**src/rtl/instr_fetch_if.sv**
```systemverilog
// Fetch-side bus bundle: ROM port, redirect request and the IR handshake.
// master = fetch stage, slave = ROM/execute side.
interface instr_fetch_if #(
  parameter int PC_W = 4
);
  logic [PC_W-1:0] rom_addr;
  logic [15:0]     rom_instr;
  logic            redirect_valid;
  logic [PC_W-1:0] redirect_pc;
  logic            ir_valid;
  logic            ir_ready;
  logic [15:0]     ir_instr;
  logic [PC_W-1:0] ir_pc;
  logic [3:0]      ir_opcode;
  logic [2:0]      ir_rd;
  logic [2:0]      ir_rs;
  logic [7:0]      ir_imm;
  logic [3:0]      ir_target;

  modport master (
    output rom_addr,
    input  rom_instr,
    input  redirect_valid,
    input  redirect_pc,
    output ir_valid,
    input  ir_ready,
    output ir_instr,
    output ir_pc,
    output ir_opcode,
    output ir_rd,
    output ir_rs,
    output ir_imm,
    output ir_target
  );

  modport slave (
    input  rom_addr,
    output rom_instr,
    output redirect_valid,
    output redirect_pc,
    input  ir_valid,
    output ir_ready,
    input  ir_instr,
    input  ir_pc,
    input  ir_opcode,
    input  ir_rd,
    input  ir_rs,
    input  ir_imm,
    input  ir_target
  );
endinterface

```
**src/rtl/instr_fetch.sv**
```systemverilog
// Instruction fetch: PC, combinational ROM address, IR with split fields.
// Optional jmp folding in fetch: define INSTR_FETCH_JMP_FOLD_EN.
module instr_fetch #(
  parameter int PC_W     = 4,
  parameter int RESET_PC = 0
) (
  input  logic          clk,
  input  logic          rst_n,
  instr_fetch_if.master bus
);

  localparam logic [PC_W-1:0] PC_RST  = PC_W'(RESET_PC);
  localparam logic [PC_W-1:0] PC_ONE  = PC_W'(1);
  localparam logic [0:0]      S_EMPTY = 1'b0;
  localparam logic [0:0]      S_FULL  = 1'b1;
`ifdef INSTR_FETCH_JMP_FOLD_EN
  localparam logic [3:0]      OP_JMP  = 4'b1000;
`endif

  logic [PC_W-1:0] pc_q, pc_d;
  logic [0:0]      state_q, state_d;
  logic [15:0]     instr_q, instr_d;
  logic [PC_W-1:0] irpc_q, irpc_d;
  logic            load_en;

  // next-state: redirect beats jmp fold beats a normal load; else hold
  always_comb begin
    pc_d    = pc_q;
    state_d = state_q;
    instr_d = instr_q;
    irpc_d  = irpc_q;
    load_en = (state_q == S_EMPTY) || bus.ir_ready;
    if (bus.redirect_valid) begin
      pc_d    = bus.redirect_pc;
      state_d = S_EMPTY;
    end else if (load_en) begin
`ifdef INSTR_FETCH_JMP_FOLD_EN
      if (bus.rom_instr[15:12] == OP_JMP) begin
        pc_d    = PC_W'(bus.rom_instr[11:8]);
        state_d = S_EMPTY;
      end else begin
        instr_d = bus.rom_instr;
        irpc_d  = pc_q;
        pc_d    = pc_q + PC_ONE;
        state_d = S_FULL;
      end
`else
      instr_d = bus.rom_instr;
      irpc_d  = pc_q;
      pc_d    = pc_q + PC_ONE;
      state_d = S_FULL;
`endif
    end
  end

  // state registers with synchronous active-low reset
  always_ff @(posedge clk) begin
    if (!rst_n) begin
      pc_q    <= PC_RST;
      state_q <= S_EMPTY;
      instr_q <= '0;
      irpc_q  <= '0;
    end else begin
      pc_q    <= pc_d;
      state_q <= state_d;
      instr_q <= instr_d;
      irpc_q  <= irpc_d;
    end
  end

  assign bus.rom_addr  = pc_q;
  assign bus.ir_valid  = (state_q == S_FULL);
  assign bus.ir_instr  = instr_q;
  assign bus.ir_pc     = irpc_q;
  assign bus.ir_opcode = instr_q[15:12];
  assign bus.ir_rd     = instr_q[11:9];
  assign bus.ir_rs     = instr_q[8:6];
  assign bus.ir_imm    = instr_q[7:0];
  assign bus.ir_target = instr_q[11:8];

endmodule

```
**src/flat_wrapper.sv**
```systemverilog
// flat-port wrapper written by rule: the top's interface ports become plain ports
module instr_fetch_flat 
#(
  parameter int PC_W     = 4,
  parameter int RESET_PC = 0
)
  (clk, rst_n, bus_rom_addr, bus_rom_instr, bus_redirect_valid, bus_redirect_pc, bus_ir_valid, bus_ir_ready, bus_ir_instr, bus_ir_pc, bus_ir_opcode, bus_ir_rd, bus_ir_rs, bus_ir_imm, bus_ir_target);
  instr_fetch_if #(.PC_W(PC_W)) bus_i ();
  input  logic clk;
  input  logic rst_n;
  output wire logic [$bits(bus_i.rom_addr)-1:0] bus_rom_addr;
  input wire logic [$bits(bus_i.rom_instr)-1:0] bus_rom_instr;
  input wire logic [$bits(bus_i.redirect_valid)-1:0] bus_redirect_valid;
  input wire logic [$bits(bus_i.redirect_pc)-1:0] bus_redirect_pc;
  output wire logic [$bits(bus_i.ir_valid)-1:0] bus_ir_valid;
  input wire logic [$bits(bus_i.ir_ready)-1:0] bus_ir_ready;
  output wire logic [$bits(bus_i.ir_instr)-1:0] bus_ir_instr;
  output wire logic [$bits(bus_i.ir_pc)-1:0] bus_ir_pc;
  output wire logic [$bits(bus_i.ir_opcode)-1:0] bus_ir_opcode;
  output wire logic [$bits(bus_i.ir_rd)-1:0] bus_ir_rd;
  output wire logic [$bits(bus_i.ir_rs)-1:0] bus_ir_rs;
  output wire logic [$bits(bus_i.ir_imm)-1:0] bus_ir_imm;
  output wire logic [$bits(bus_i.ir_target)-1:0] bus_ir_target;
  assign bus_rom_addr = bus_i.rom_addr;
  assign bus_i.rom_instr = bus_rom_instr;
  assign bus_i.redirect_valid = bus_redirect_valid;
  assign bus_i.redirect_pc = bus_redirect_pc;
  assign bus_ir_valid = bus_i.ir_valid;
  assign bus_i.ir_ready = bus_ir_ready;
  assign bus_ir_instr = bus_i.ir_instr;
  assign bus_ir_pc = bus_i.ir_pc;
  assign bus_ir_opcode = bus_i.ir_opcode;
  assign bus_ir_rd = bus_i.ir_rd;
  assign bus_ir_rs = bus_i.ir_rs;
  assign bus_ir_imm = bus_i.ir_imm;
  assign bus_ir_target = bus_i.ir_target;
  instr_fetch #(.PC_W(PC_W), .RESET_PC(RESET_PC)) u_core (.clk(clk), .rst_n(rst_n), .bus(bus_i));
endmodule
```
**config.mk**
```make
export PLATFORM = sky130hd
export DESIGN_NAME = instr_fetch_flat
export DESIGN_NICKNAME = d
export VERILOG_FILES = /design/src/rtl/instr_fetch_if.sv /design/src/rtl/instr_fetch.sv /design/src/flat_wrapper.sv
export SDC_FILE = /design/constraint.sdc
export NUM_CORES = 1
export LEC_CHECK = 0
export ABC_AREA = 0
export CAP_MARGIN = 20
export CORE_AREA = 4 4 56 71
export DETAILED_ROUTE_END_ITERATION = 16
export DIE_AREA = 0 0 60 75
export GPL_ROUTABILITY_DRIVEN = 0
export PLACE_DENSITY = 0.76
export SLEW_MARGIN = 25
export SYNTH_ARGS = -nofsm -noshare
export SYNTH_HDL_FRONTEND = slang
export SYNTH_SLANG_ARGS = --single-unit
```
**constraint.sdc**
```tcl
create_clock -name clk -period 1.14 [get_ports clk]
set_input_delay 0.228 -clock clk [delete_from_list [all_inputs] [get_ports clk]]
set_output_delay 0.228 -clock clk [all_outputs]
set_load 0.03 [all_outputs]
```
==> summary.md, run 1 <==
| Metric | Value |
|---|---|
| Status | `finished, final reports clean` |
| Post-Syn Area per Cell | `8.55 um^2` |
| Highest Clock Rate | `894 MHz` |
| PD cells | `1200 nW/um^2` |
| 1st-iter DRT viols | `19` |
| Final hold vios | `0` |
| Most frequent cells in the layout | `54 x buf_4, 43 x nand2_1, 22 x clkdlybuf4s50_1, 22 x dfxtp_1, 20 x a21boi_1` |
| Final ANT Viol Nets | `0` |
| RSZ-0062 raised after global routing | `yes` |
| Final worst slack | `0.0210 ns` |
| H-tree levels | `1` |
| Gate count after technology mapping | `136` |
| Sink Count | `25` |
| Critical path data arrival time | `0.89 ns` |
| Antenna violations before repair | `0` |
| Sw Share | `30.7%` |
| Layout cell share with drive strength beyond 1 | `35.6%` |
| Reg-to-reg startpoint | `u_core.bus.rom_addr[0]` |
| Int Power | `1.45 mW` |
| Max Cap Viol | `0` |
| Vias in the first global route | `943` |
| P&R area growth vs syn | `49.4%` |
| Crit end category | `output port` |
| Drt first pass iters | `4` |
| Worst Hold Class | `flip-flop to flip-flop` |
| Req. time, crit path | `0.91 ns` |
| Wire per inst | `12.2 um` |
| Chip Height | `75 um` |
| Net Sw Power | `641 uW` |
| CTS buffer count | `3` |
| Core ar. | `3360 um^2` |
| Worst Tran Pin Value | `0.238 ns` |
| Final non-filler cell total | `230` |
| Syn. warnings | `0` |
| Ratio of final minimum period to clock period | `98.2%` |
| Hpwl dp | `2190 um` |
| Reg2Reg Depth | `4` |
| Worst hold stages | `2` |
| Wirelength, routed | `2820 um` |
| Max_slew headroom | `84.1%` |
| Congestion Overflow GR | `0` |
| Max Slew Vio Count | `0` |
| Reg-to-reg endpoint | `u_core.bus.rom_addr[1]` |
| Crit-path max FO | `4` |
| Sequential share of the synthesized area | `43.1%` |
| Reg clk slew, reported paths | `0.08 ns` |
| Post-Syn Area | `1160 um^2` |
| Worst reg2reg setup slack | `0.04 ns` |
| Hold WS | `0.470 ns` |
| Clk buf depth | `2` |
| Die width | `60 um` |
| Number of I/O pins | `71` |
| Die Footprint | `4500 um^2` |
| Synthesized net count | `161` |
| N_diodes | `0` |
| Worst setup path class | `flip-flop to output port` |
| Maximum VDD drop | `0.000753 V` |
| Combinational share of power | `28.7%` |
| DP Cell Count | `224` |
| Starting Density | `34.6%` |
| Tot GR Track Use | `11.9%` |
| First-pass GRT wire length | `4090 um` |
| Port bufs | `70` |
| Hold Buf Count CTS | `0` |
| Final Skew | `0.00179 ns` |
| Worst-Skew Late Latency | `0.26 ns` |
| Critical path startpoint | `u_core.bus.rom_addr[0]` |
| Commonest non-fill, non-tap cell in the layout | `buf_4` |
| Sequential share of power | `46.5%` |
| Via count | `1020` |
| End of the critical path | `bus_rom_addr[0]` |
| Final #Nets | `217` |
| Yosys reg bits | `25` |
| Synth cell types | `19` |
| Clock network fraction of design power | `24.8%` |
| Final min period | `1.12 ns` |
| Leakage | `0.811 nW` |
| Pin count of the biggest net entering global routing | `21` |
| Clock root cell | `clkbuf_8` |
| CTS tree | `done` |
| Final Setup Violations | `0` |
| # DRC | `0` |
| FP Rows | `24` |
| Dpl ws | `-0.393 ns` |
| Type of origin of the critical path | `flip-flop` |
| Via/cell ratio | `4.43` |
| Final cell utilization of the core | `51.6%` |
[worst min-delay path by stage]
stage,startpoint,end,slack (ns)
after global placement,u_core.bus.ir_pc[1],u_core.bus.ir_pc[1],0.44
after detailed placement,u_core.bus.ir_pc[1],u_core.bus.ir_pc[1],0.45
after CTS,u_core.bus.ir_pc[1],u_core.bus.ir_pc[1],0.47
after global routing,u_core.bus.ir_pc[1],u_core.bus.ir_pc[1],0.50
after floorplan,bus_redirect_valid,u_core.bus.ir_valid,0.29
final,u_core.bus.ir_pc[1],u_core.bus.ir_pc[1],0.47
[power groups by stage]
stage                     clock network, mW  registers, mW  logic (mW)
final                                 0.518          0.971       0.600
after floorplan                           0           1.09       0.281
after detailed placement                  0          0.994       0.586
after global placement                    0          0.990       0.577
after CTS                             0.551          0.976       0.593
after global routing                  0.584          0.979       0.638
[final cells by class]
type / instances / area [um^2]
Fill cell: 324 / 1630
Timing Repair Buffer: 80 / 681
Sequential cell: 25 / 507
Multi-Input combinational cell: 81 / 452
Tap cell: 39 / 48.8
Clock buffer: 4 / 45.0
Inverter: 1 / 3.75
[worst max-delay path: stages (launching register included)]
cell and delay (ns):
dfxtp_4 0.36, buf_4 0.14, buf_6 0.13
[cell usage after synthesis]
cell	count	area (um^2)
and2_4	1	8.76
and2_1	2	12.5
nand2b_1	1	6.26
mux2i_1	1	10.0
clkbuf_1	2	7.51
nand2_1	43	161
nand2_2	1	6.26
nand4_1	1	6.26
xor2_1	2	17.5
ha_1	1	12.5
a21boi_1	20	150
dfxtp_1	25	500
buf_4	24	180
o21ai_0	4	20.0
buf_6	3	33.8
inv_2	1	3.75
a21oi_1	2	10.0
nor2b_1	1	6.26
xnor2_1	1	8.76
[registers in the layout (all words and copies together) (netlist names)]
signal               count
u_core.bus.ir_instr     16
u_core.bus.ir_pc         4
u_core.bus.rom_addr      4
u_core.bus.ir_valid      1
[logic make-up after synthesis]
group                      Yosys count  synth area share [%]
muxes                                1                 0.861
DFF                                 25                  43.1
xor gates and xnor gates             3                  2.26
AOI/OAI and AO/OA                   26                  15.5
adders and majority gates            1                  1.08
and+or+nand+nor                     50                  17.9
buffers and inverters               30                  19.4
[repair_timing]
action / CTS / global route
gates cloned: 0 / 0
pin swaps: 2 / 2
setup buffers: 0 / 2
setup endpoints to repair: 23 / 24
resized for setup: 3 / 4
[per-stage QoR]
step | instance area (um^2) | setup TNS [ns] | power (mW)
CTS | 1710 | -0.0132 | 2.12
floorplan | 1170 | 0 | 1.37
global placement | 1650 | -7.13 | 1.57
detailed placement | 1650 | -7.89 | 1.58
finish | 1740 | 0 | 2.09
global route | 1740 | -0.0491 | 2.20
[metal layers]
metal	global-route usage (%)	up-vias	part of all wire (%)
met1	13.1	454	38
met5	0	-	0
met4	5.91	0	1.4
met3	2.23	4	7.5
met2	21.4	43	54
li1	-	519	-
Note: power is estimated with default switching activity, not from simulation.
==> run 2: changes to the inputs <==
CORE_AREA = 5 5 57 72   (was 4 4 56 71)
DIE_AREA = 0 0 62 77   (was 0 0 60 75)
PLACE_DENSITY = unset   (was 0.76)
PLACE_DENSITY_LB_ADDON = 0.25   (was unset)
==> summary.md, run 2 (synthesis gave the netlist of run 1 again) <==
| Metric | Value |
|---|---|
| Met1 GRT Util | `13.8% (+0.78 points)` |
| Postcts setup bufs | `0 (unchanged)` |
| Final Skew | `0.00316 ns (+0.00137 ns)` |
| Reg2Reg Depth | `4 (unchanged)` |
| Starting Density | `34.6% (unchanged)` |
| Met2 GRT Util | `21.5% (+0.079 points)` |
| Req. time, crit path | `1.33 ns (+0.42 ns)` |
| Final hold vios | `0 (unchanged)` |
| Drt first pass iters | `4 (unchanged)` |
| Die width | `62 um (+3.3%)` |
| Chip Height | `77 um (+2.7%)` |
| First-pass GRT wire length | `4620 um (+13%)` |
| Via count | `1039 (+1.9%)` |
| Wirelength, routed | `2860 um (+1.5%)` |
| RSZ-0062 raised after global routing | `yes` |
| Worst Hold Class | `flip-flop to flip-flop` |
| Die Footprint | `4770 um^2 (+6.1%)` |
| Status | `finished, final reports clean` |
| Final ANT Viol Nets | `0 (unchanged)` |
| Worst hold start | `u_core.bus.ir_pc[0]` |
| Max Slew Vio Count | `0 (unchanged)` |
| Critical path data arrival time | `1.31 ns (+0.42 ns)` |
| Crit-path max FO | `20 (+16)` |
| Max Cap Viol | `0 (unchanged)` |
| N_diodes | `0 (unchanged)` |
| Commonest non-fill, non-tap cell in the layout | `buf_4` |
| Worst setup path class | `primary input to flip-flop` |
| CTS tree | `done` |
| Maximum VDD drop | `0.000641 V (-15%)` |
| Crit end category | `flip-flop` |
| Highest Clock Rate | `895 MHz (+0.10%)` |
| Clock root cell | `clkbuf_8` |
| Reg-to-reg endpoint | `u_core.bus.rom_addr[1]` |
| P&R area growth vs syn | `47.3%` |
| Antenna violations before repair | `0 (unchanged)` |
| Reg-to-reg startpoint | `u_core.bus.rom_addr[0]` |
| PD cells | `1210 nW/um^2 (+0.40%)` |
| Final Setup Violations | `0 (unchanged)` |
| Worst hold stages | `2 (unchanged)` |
| CTS buffer count | `3 (unchanged)` |
| Final min period | `1.12 ns (-0.00112 ns)` |
| Tot GR Track Use | `12.5% (+0.58 points)` |
| Max_slew headroom | `85.4% (+1.3 points)` |
| FP Rows | `24 (unchanged)` |
| Type of origin of the critical path | `primary input` |
| Hold EP | `u_core.bus.ir_pc[0]` |
| Pin count of the biggest net entering global routing | `21 (unchanged)` |
| Congestion Overflow GR | `0 (unchanged)` |
| Hpwl dp | `2300 um (+5.3%)` |
| Via/cell ratio | `4.52 (+1.9%)` |
| Port bufs | `70 (unchanged)` |
| 1st-iter DRT viols | `17 (-2)` |
| # DRC | `0 (unchanged)` |
| Worst Tran Pin Value | `0.219 ns (-0.0188 ns)` |
| Hold Buf Count CTS | `0 (unchanged)` |
| Vias in the first global route | `1072 (+14%)` |
| Leakage | `0.792 nW (-2.3%)` |
| Clk buf depth | `2 (unchanged)` |
| Met3 usage | `2.86% (+0.63 points)` |
| Sink Count | `25 (unchanged)` |
| Number of I/O pins | `71 (unchanged)` |
| Reg clk slew, reported paths | `0.08 ns (about the same)` |
| Worst-Skew Late Latency | `0.26 ns (about the same)` |
| H-tree levels | `1 (unchanged)` |
| Grt peak-use layer | `met2` |
| Largest register FFs | `16 (unchanged)` |
| Ratio of final minimum period to clock period | `98.1% (-0.099 points)` |
| Final setup TNS | `0 ns (unchanged)` |
| Most frequent cells in the layout | `55 x buf_4, 43 x nand2_1, 23 x clkdlybuf4s50_1` |
| Core ar. | `3360 um^2 (unchanged)` |
| Layout cell share with drive strength beyond 1 | `35.1% (-0.52 points)` |
| Wire per inst | `12.4 um (+1.5%)` |
| Final total power | `2.07 mW (-1.0%)` |
| Final #Nets | `217 (unchanged)` |
| Hold WS | `0.468 ns (-0.00181 ns)` |
| Worst reg2reg setup slack | `0.08 ns (+0.04 ns)` |
run 2: cell types whose count changed in the layout (fill, tap and decap cells not counted):
cell | previous run | this run
clkdlybuf4s50_1 | 22 | 23
dfxtp_4 | 1 | 0
dfxtp_2 | 2 | 3
dlymetal6s2s_1 | 1 | 0
o21ai_1 | 1 | 2
o21ai_0 | 3 | 2
buf_12 | 1 | 0
buf_4 | 54 | 55
xnor2_2 | 1 | 0
xnor2_1 | 0 | 1
run 2: worst max-delay path: stages:
cell	delay, ns
clkdlybuf4s50_1	0.45
nand2b_4	0.14
and2_4	0.28
nand2_1	0.09
a21boi_1	0.12
run 2: repair_timing:
item,4_1_cts,5_1_grt
pin swaps,0,4
gates resized for setup,2,4
cloned,0,0
endpoints found under the setup margin,24,24
run 2: power by group:
part / total [mW] / switching, mW / internal [mW]
clock: 0.501 / 0.251 / 0.249
combinational: 0.599 / 0.330 / 0.269
sequential: 0.968 / 0.0416 / 0.926
total: 2.07 / 0.623 / 1.44
run 2: how the worst max path moves through the flow:
| stage | slack (ns) | startpoint | cells after the start | endpoint |
|---|---|---|---|---|
| final | 0.02 | bus_ir_ready | 5 | u_core.bus.ir_pc[0] |
| after global routing | -0.06 | bus_ir_ready | 5 | u_core.bus.ir_pc[3] |
| after CTS | 0.007 | u_core.bus.rom_addr[0] | 2 | bus_rom_addr[0] |
| after detailed placement | -0.36 | bus_ir_ready | 6 | u_core.bus.rom_addr[3] |
| after global placement | -0.32 | bus_ir_ready | 6 | u_core.bus.rom_addr[3] |
| after floorplan | 0.01 | u_core.bus.rom_addr[0] | 4 | u_core.bus.rom_addr[1] |
run 2: metal layers:
metal	wire (um)	vias up
li1	-	519
met1	1090	478
met2	1490	37
met3	239	5
met4	36	0
met5	0	-
run 2: stage by stage:
stage                     setup WS [ns]  cell area, um^2  std cells  utilization, %
after floorplan                  0.0108             1170        136               -
after global placement           -0.322             1650        226            49.1
after detailed placement         -0.358             1650        226            49.1
after CTS                       0.00740             1700        230            50.7
after global routing            -0.0620             1710        230            50.9
final                            0.0222             1710        230            50.9
run 2: final cells by class:
class / instances / area, um^2
fill: 331 / 1650
timing repair buffer: 80 / 666
sequential: 25 / 504
multi-input combinational: 81 / 444
tap: 39 / 48.8
clock buffer: 4 / 45.0
inverter: 1 / 3.75
==> run 3: changes to the inputs <==
GPL_TIMING_DRIVEN = 0   (was unset)
==> summary.md, run 3 (synthesis gave the netlist of run 1 again) <==
| Metric | Value |
|---|---|
| Int Power | `1.50 mW (+3.6%)` |
| Critical path cell sequence | `buf_4, buf_4` |
| First-pass GRT wire length | `4840 um (+4.8%)` |
| Hold WS | `0.333 ns (-0.135 ns)` |
| Via/cell ratio | `4.38 (-3.1%)` |
| Area of the multi-input gates | `482 um^2 (+8.5%)` |
| Worst path bufs/invs | `2 (+1)` |
| Pin count of the biggest net entering global routing | `14 (-33%)` |
| Sequential share of power | `45.8% (-1.0 points)` |
| Ratio of final minimum period to clock period | `96.9% (-1.2 points)` |
| Net Sw Power | `643 uW (+3.2%)` |
| Via count | `1108 (+6.6%)` |
| P&R area growth vs syn | `66.3%` |
| Worst reg2reg setup slack | `0.09 ns (about the same)` |
| Leakage | `0.949 nW (+20%)` |
| Hold EP | `u_core.bus.ir_instr[3]` |
| Clock root cell | `clkbuf_8` |
| PD cells | `1110 nW/um^2 (-8.4%)` |
| Reg-to-reg startpoint | `u_core.bus.rom_addr[1]` |
| Max Cap Viol | `0 (unchanged)` |
| Reg-to-reg endpoint | `u_core.bus.rom_addr[1]` |
| Drt first pass iters | `3 (-1)` |
| Final worst slack | `0.0355 ns (+0.0133 ns)` |
| Final min period | `1.10 ns (-0.0133 ns)` |
| Combinational share of power | `31.0% (+2.0 points)` |
| H-tree levels | `1 (unchanged)` |
| Status | `finished, final reports clean` |
| Final Setup Violations | `0 (unchanged)` |
| # DRC | `0 (unchanged)` |
| CP max stage delay | `0.34 ns (-0.11 ns)` |
| N_diodes | `0 (unchanged)` |
| Hpwl dp | `2450 um (+6.2%)` |
| Crit-path max FO | `4 (-80%)` |
| Commonest non-fill, non-tap cell in the layout | `buf_4` |
| Tot GR Track Use | `12.9% (+0.49 points)` |
| Final ANT Viol Nets | `0 (unchanged)` |
| Sw Share | `30.1% (-0.083 points)` |
| Layout cell share with drive strength beyond 1 | `52.8% (+18 points)` |
| Largest register FFs | `16 (unchanged)` |
| Port bufs | `70 (unchanged)` |
| Wire per inst | `12.6 um (+1.7%)` |
| Most frequent cells in the layout | `42 x buf_4, 39 x nand2_1, 23 x buf_2` |
| Final hold vios | `0 (unchanged)` |
| Number of I/O pins | `71 (unchanged)` |
| Critical path's most frequent cell | `buf_4` |
| Crit end category | `output port` |
| Hold Buf Count CTS | `0 (unchanged)` |
| CP delay by family, top | `flip-flops` |
| Type of origin of the critical path | `flip-flop` |
| Final Skew | `0.00370 ns (+0.000541 ns)` |
| Max_slew headroom | `85.5% (+0.10 points)` |
| Critical-path top delay cell | `dfxtp_2` |
| Worst setup path class | `flip-flop to output port` |
| Core ar. | `3360 um^2 (unchanged)` |
| Clock network fraction of design power | `23.2% (-1.0 points)` |
| Max Slew Vio Count | `0 (unchanged)` |
| 1st-iter DRT viols | `10 (-7)` |
| Die Footprint | `4770 um^2 (unchanged)` |
| Dpl ws | `-0.351 ns (+0.00645 ns)` |
| CTS tree | `done` |
| Starting Density | `34.6% (unchanged)` |
| Filler instances | `323 (-2.4%)` |
| CTS buffer count | `3 (unchanged)` |
| Vias in the first global route | `1058 (-1.3%)` |
| Worst Tran Pin Value | `0.217 ns (-0.00185 ns)` |
| Wirelength, routed | `3200 um (+12%)` |
| Register area | `524 um^2 (+4.0%)` |
| Clk buf depth | `2 (unchanged)` |
| Maximum VDD drop | `0.000720 V (+12%)` |
| Antenna violations before repair | `0 (unchanged)` |
| Die width | `62 um (unchanged)` |
| Worst Hold Class | `primary input to flip-flop` |
| Reg clk slew, reported paths | `0.08 ns (about the same)` |
| Worst hold stages | `2 (unchanged)` |
| Reg2Reg Depth | `4 (unchanged)` |
| Req. time, crit path | `0.91 ns (-0.42 ns)` |
| Critical path data arrival time | `0.88 ns (-0.43 ns)` |
| Final #Nets | `240 (+11%)` |
| Congestion Overflow GR | `0 (unchanged)` |
| Sink Count | `25 (unchanged)` |
| Worst-Skew Late Latency | `0.26 ns (about the same)` |
| Worst hold start | `rst_n` |
| Chip Height | `77 um (unchanged)` |
| Highest Clock Rate | `905 MHz (+1.2%)` |
| FP Rows | `24 (unchanged)` |
==> run 3: timing repair <==
item | 4_1_cts | 5_1_grt
buffers inserted | 0 | 3
pin swaps | 2 | 7
resized for setup | 253 | 50
cloned | 1 | 1
endpoints found under the setup margin | 70 | 44
==> run 3: worst reg2reg max path: cells and delay by family, from the launching register on <==
family	cells	cell delay [ns]
fa+ha+maj	1	0.21
simple gates	1	0.15
compound gates	1	0.07
flops	1	0.40
mux	1	0.11
==> run 3: layout make-up <==
class                           count  share of cell area (%)
Timing Repair Buffer               75                    31.6
Tap cell                           39                    2.52
Buffer                             28                    11.3
Multi-Input combinational cell     81                    24.9
Clock buffer                        4                    2.33
Inverter                            1                   0.194
Sequential cell                    25                    27.1
==> run 3: how the worst max path moves through the flow <==
stage | startpoint | endpoint | slack [ns] | depth (start not counted)
floorplan | u_core.bus.rom_addr[0] | u_core.bus.rom_addr[1] | 0.01 | 4
global placement | rst_n | u_core.bus.rom_addr[3] | -0.33 | 4
detailed placement | rst_n | u_core.bus.rom_addr[3] | -0.35 | 4
CTS | bus_ir_ready | u_core.bus.ir_instr[7] | 0.001 | 6
global route | u_core.bus.rom_addr[1] | bus_rom_addr[1] | -0.003 | 1
finish | u_core.bus.ir_instr[10] | bus_ir_target[2] | 0.04 | 2
==> run 3: stage by stage <==
stage               utilization, %  TNS (ns)  cell area, um^2  std cells  power [mW]
floorplan                        -         0             1170        136        1.37
global placement              57.0    -13.77             1920        245        1.66
detailed placement            57.0    -14.63             1920        245        1.67
CTS                           53.4         0             1800        249        2.10
global route                  57.5  -0.00289             1930        253        2.26
finish                        57.5         0             1930        253        2.14
==> run 3: layer usage <==
metal	global-route usage (%)	routed length, um	vias up
li1	-	-	568
met1	15.7	1150	494
met2	22.2	1760	40
met3	2.69	252	6
met4	3.40	37	0
met5	0	0	-
==> run 3: power groups by stage <==
stage / clock, mW / combinational (mW) / sequential, mW
2_1_floorplan: 0 / 0.281 / 1.09
3_3_place_gp: 0 / 0.670 / 0.990
3_5_place_dp: 0 / 0.681 / 0.992
4_1_cts: 0.511 / 0.620 / 0.971
5_1_grt: 0.565 / 0.708 / 0.988
6_report: 0.496 / 0.664 / 0.980
